<file path="src/rtl/uart_rx.sv">
// DZ11 line receiver: recovers async serial characters from rxd using the 16x baud enable,
// and holds each character with its parity, framing and overrun status for the receive silo.
module uart_rx #(
   parameter int SYNC_STAGES = 2
) (
   input  logic       clk,
   input  logic       rst,
   input  logic       clken,
   input  logic [1:0] length,
   input  logic       parEN,
   input  logic       parODD,
   input  logic       rxd,
   input  logic       rxclr,
   output logic [7:0] rxdata,
   output logic       rxfull,
   output logic       rxperr,
   output logic       rxferr,
   output logic       rxovre
);

   typedef enum logic [2:0] {
      ST_IDLE,
      ST_START,
      ST_DATA,
      ST_PAR,
      ST_STOP,
      ST_BREAK
   } state_e;

   state_e                 state_q, state_d;
   logic [SYNC_STAGES-1:0] sync_q;
   logic [3:0]             cnt_q, cnt_d;
   logic [2:0]             bit_q, bit_d;
   logic [7:0]             shift_q, shift_d;
   logic                   par_q, par_d;
   logic                   load;
   logic                   rxs;
   logic                   mid_bit;
   logic                   last_bit;

   logic [7:0] rxdata_q;
   logic       rxfull_q, rxperr_q, rxferr_q, rxovre_q;

   logic [7:0] data_mask;
   logic [7:0] data_masked;
   logic       par_err;

   // Synchronizer resets to mark so a reset never looks like a start bit.
   always_ff @(posedge clk) begin
      if (rst) begin
         sync_q <= '1;
      end else begin
         sync_q <= {sync_q[SYNC_STAGES-2:0], rxd};
      end
   end

   assign rxs      = sync_q[SYNC_STAGES-1];
   assign mid_bit  = (cnt_q == 4'd15);
   // Compare with >= so a live length change cannot trap the FSM in DATA.
   assign last_bit = ({1'b0, bit_q} >= ({2'b00, length} + 4'd4));

   // NOTE: every always_comb output gets a default first, so no path can infer a latch.
   always_comb begin
      state_d = state_q;
      cnt_d   = cnt_q;
      bit_d   = bit_q;
      shift_d = shift_q;
      par_d   = par_q;
      load    = 1'b0;

      unique case (state_q)
         ST_IDLE: begin
            if (clken && !rxs) begin
               state_d = ST_START;
               cnt_d   = 4'd0;
            end
         end
         ST_START: begin
            if (clken) begin
               if (cnt_q == 4'd7) begin
                  if (!rxs) begin
                     state_d = ST_DATA;
                     cnt_d   = 4'd0;
                     bit_d   = 3'd0;
                     shift_d = 8'h00;
                  end else begin
                     state_d = ST_IDLE;
                  end
               end else begin
                  cnt_d = cnt_q + 4'd1;
               end
            end
         end
         ST_DATA: begin
            if (clken) begin
               cnt_d = cnt_q + 4'd1;
               if (mid_bit) begin
                  shift_d[bit_q] = rxs;
                  bit_d          = bit_q + 3'd1;
                  if (last_bit) begin
                     state_d = parEN ? ST_PAR : ST_STOP;
                  end
               end
            end
         end
         ST_PAR: begin
            if (clken) begin
               cnt_d = cnt_q + 4'd1;
               if (mid_bit) begin
                  par_d   = rxs;
                  state_d = ST_STOP;
               end
            end
         end
         ST_STOP: begin
            if (clken) begin
               cnt_d = cnt_q + 4'd1;
               if (mid_bit) begin
                  load    = 1'b1;
                  state_d = rxs ? ST_IDLE : ST_BREAK;
               end
            end
         end
         ST_BREAK: begin
            // Held-low line: wait for mark on any clk so it yields a single frame.
            if (rxs) begin
               state_d = ST_IDLE;
            end
         end
         default: begin
            state_d = ST_IDLE;
         end
      endcase
   end

   // NOTE: sequential state uses non-blocking assignments so every flop samples pre-edge values.
   always_ff @(posedge clk) begin
      if (rst) begin
         state_q <= ST_IDLE;
         cnt_q   <= 4'd0;
         bit_q   <= 3'd0;
         shift_q <= 8'h00;
         par_q   <= 1'b0;
      end else begin
         state_q <= state_d;
         cnt_q   <= cnt_d;
         bit_q   <= bit_d;
         shift_q <= shift_d;
         par_q   <= par_d;
      end
   end

   assign data_mask   = 8'hFF >> (2'd3 - length);
   assign data_masked = shift_q & data_mask;
   assign par_err     = parEN & ((^data_masked ^ par_q) != parODD);

   // A load beats a coincident rxclr: the new character stays unread.
   always_ff @(posedge clk) begin
      if (rst) begin
         rxdata_q <= 8'h00;
         rxfull_q <= 1'b0;
         rxperr_q <= 1'b0;
         rxferr_q <= 1'b0;
         rxovre_q <= 1'b0;
      end else if (load) begin
         rxdata_q <= data_masked;
         rxferr_q <= ~rxs;
         rxperr_q <= par_err;
         rxovre_q <= rxfull_q & ~rxclr;
         rxfull_q <= 1'b1;
      end else if (rxclr) begin
         rxfull_q <= 1'b0;
      end
   end

   assign rxdata = rxdata_q;
   assign rxfull = rxfull_q;
   assign rxperr = rxperr_q;
   assign rxferr = rxferr_q;
   assign rxovre = rxovre_q;

endmodule

</file>
<file path="config.mk">
export PLATFORM = sky130hd
export DESIGN_NAME = uart_rx
export DESIGN_NICKNAME = d
export VERILOG_FILES = /design/src/rtl/uart_rx.sv
export SDC_FILE = /design/constraint.sdc
export NUM_CORES = 1
export LEC_CHECK = 0
export BUFFER_PORTS_ARGS = -buffer_cell sky130_fd_sc_hd__clkbuf_2
export CAP_MARGIN = 20
export CORE_MARGIN = 3
export CORE_UTILIZATION = 35
export DETAILED_ROUTE_END_ITERATION = 16
export MAX_ROUTING_LAYER = met4
export PLACE_DENSITY = 0.51
export SLEW_MARGIN = 40
export SYNTH_ARGS = -nofsm -noshare
export SYNTH_HDL_FRONTEND = slang
export SYNTH_SLANG_ARGS = --single-unit
</file>
<file path="constraint.sdc">
create_clock -name clk -period 2.8 [get_ports clk]
set_input_delay 0.42 -clock clk [delete_from_list [all_inputs] [get_ports clk]]
set_output_delay 0.42 -clock clk [all_outputs]
set_load 0.1 [all_outputs]
</file>
==> flow_summary.ini <==
[status]
status = complete, no violations

[timing]
fin_crit_sh = 0.7731
rsz0062_at_grt = false
tns_ns = 0
tightest_slew_ns = 0.5652
max_freq_mhz = 461.9
hold_violations = 0
finClkSkew_ns = 0.003165
slew_headroom = 0.6227
period_needed_ns = 2.165
drv_slew = 0
final-setup-viol-count = 0

[setup_path]
cp.required_ns = 3.00
rrSetupSlack_ns = 0.64
max_stage_delay_ns = 0.58
worstPathCellList = nor3b_1, a21oi_1, nand2b_1, nor4b_4, mux2i_1
crit_path_top_delay_cell = dfxtp_1
worstPathArrival_ns = 2.37
path_max_fanout = 11
crit_family = simple AND/OR/NAND/NOR gates
critPathKind = reg2reg
startpoint_type = flip-flop
path_buf_inv = 0
end_kind = flip-flop

[grt]
antenna_found_initial = 0
gr-total-overflow = 0
grt_pass1_wl_um = 6699
grt_pass1_vias = 1405
track_usage = 0.1379
grt_max_degree = 31

[cts]
clk_pin_slew_ns = 0.07
clock_latency_ns = 0.27
root_buffer = clkbuf_8
cts_tree = yes
cts_buffers = 5
ctsResizeCount = 0
cts_setup_buffers = 0
cts_sinks = 33
cts_buffer_depth = 2
hold_buffers = 0
htree_levels = 2

[logic_synthesis]
ys_warn_count = 0
synthesis.nets = 227
postSynthCellCount = 214
netlist_top_cells_count = 33 x dfxtp_1, 28 x nand2_1, 20 x a21oi_1
ys_seq_area_frac = 0.3607
yosysMostFrequentCell = dfxtp_1
synthArstFlopShare = 0
synth.area.top_cells = dfxtp_1 36%, nand2_1 5.7%, a21oi_1 5.5%
syn_area_per_cell_um2 = 8.560
synth_flop_cell = dfxtp_1
syn_area_mm2 = 0.001832
synth_edf_count = 0
ys_ff_latch = 33
synth_top_area_frac = 0.3607
yosysTopAreaCell = dfxtp_1
synth_cell_types = 46

[detailed_routing]
ant_nets = 0
viasPerCell = 5.047
first_pass_iters = 4
drt_iter0_drc = 89
drc = 0
wl_per_cell_um = 12.74
vias = 1494
routed_wl_um = 3770

[power]
p_leak_nw = 0.7725
powerDensity_mw_per_mm2 = 502.5
ir_drop_v = 0.0001527

[floorplanning]
rows = 25
dieArea_mm2 = 0.006138
num_io_pins = 21
initial_utilization = 0.3754
die_h_um = 78.35
core_mm2 = 0.004880
die_x_um = 78.35

[cells_and_area]
area_growth_pct = 11.54
nNetsFinal = 241
layout-drive-gt1-share = 0.1747
diodes = 0
post-route-util = 0.4187
fillers = 519

[hold_path]
worstHoldPathType = in2reg

[place]
gp_congestion = 0.7355
place_hpwl_um = 2707
numPortBuffers = 20

[run]
drv_cap = 0
## worst reg2reg max path: cells and delay by family, from the launching register on
family	cells	cell delay [ns]
simple gates	3	1.17
flops	1	0.58
mux	1	0.20
compound gates	1	0.15
## layout make-up
cell class	instances	area, um2	area share
Clock buffer	7	96.34	0.04715
Clock inverter	1	5.005	0.002449
Inverter	4	15.01	0.007348
Multi-Input combinational cell	161	1060	0.5187
Sequential cell	33	660.6	0.3233
Tap cell	67	83.83	0.04103
Timing Repair Buffer	23	122.6	0.06001
## placed cells by master (no fill, tap or decap), types with 6 or more instances in the layout
| master | n |
|---|---|
| clkbuf_2 | 20 |
| o21ai_0 | 7 |
| mux2i_1 | 9 |
| a21oi_1 | 20 |
| clkbuf_8 | 7 |
| nor2_1 | 12 |
| nand3_1 | 9 |
| nand2_1 | 28 |
| dfxtp_1 | 33 |
| nor2b_1 | 6 |
## worst paths after layout
| check | from | endpoint | cells after the start |
|---|---|---|---|
| worst max-delay path | state_q[1] | shift_q[2] | 5 |
| worst min-delay path | rxd | sync_q[0] | 2 |
| worst max register to register | state_q[1] | shift_q[2] | 5 |
| worst min register to register | sync_q[0] | sync_q[1] | 1 |
## metal layers
| metal | wire length, um | vias up | global-route usage | part of all wire |
|---|---|---|---|---|
| li1 | - | 797 | - | - |
| met1 | 1996 | 668 | 0.1917 | 0.53 |
| met2 | 1594 | 25 | 0.1978 | 0.42 |
| met3 | 141 | 4 | 0.03326 | 0.037 |
| met4 | 37 | 0 | 0.04196 | 0.0098 |
| met5 | 0 | - | - | 0 |
## stage by stage
stage	instances	hold slack, ns	instance area [um2]	power [mW]	setup WS [ns]
finish	296	0.3214	2043	1.027	0.6352
floorplan	214	0.3895	1832	0.6232	0.7987
global route	296	0.3137	2043	1.079	0.3771
detailed placement	288	0.3929	1942	0.6458	0.6365
global placement	288	0.3948	1942	0.6471	0.6942
CTS	296	0.3133	2043	1.041	0.6124
## sequential cells by signal, summed over array words and instances, names as in the netlist, 2 cells and up
signal and flops:
sync_q 2, bit_q 3, state_q 3, shift_q 8, cnt_q 4, rxdata 8
## power by group
part	leakage [nW]	internal [mW]	switching (mW)
Clock	0.0542	0.222	0.169
Sequential	0.266	0.478	0.0254
Combinational	0.452	0.0555	0.0771
## kinds of logic (layout without fill, tap and decap cells)
| group | after synthesis | count (layout) | share of synthesized area |
|---|---|---|---|
| AO/OA/AOI/OAI | 45 | 45 | 0.1592 |
| XOR/XNOR | 8 | 8 | 0.03825 |
| adder cells (fa/ha/maj) | 4 | 4 | 0.02732 |
| buffers and inverters | 20 | 35 | 0.06078 |
| flip-flops | 33 | 33 | 0.3607 |
| multiplexers | 10 | 10 | 0.05533 |
| AND/OR/NAND/NOR | 94 | 94 | 0.2985 |
Power figures use the tool's default switching activity.
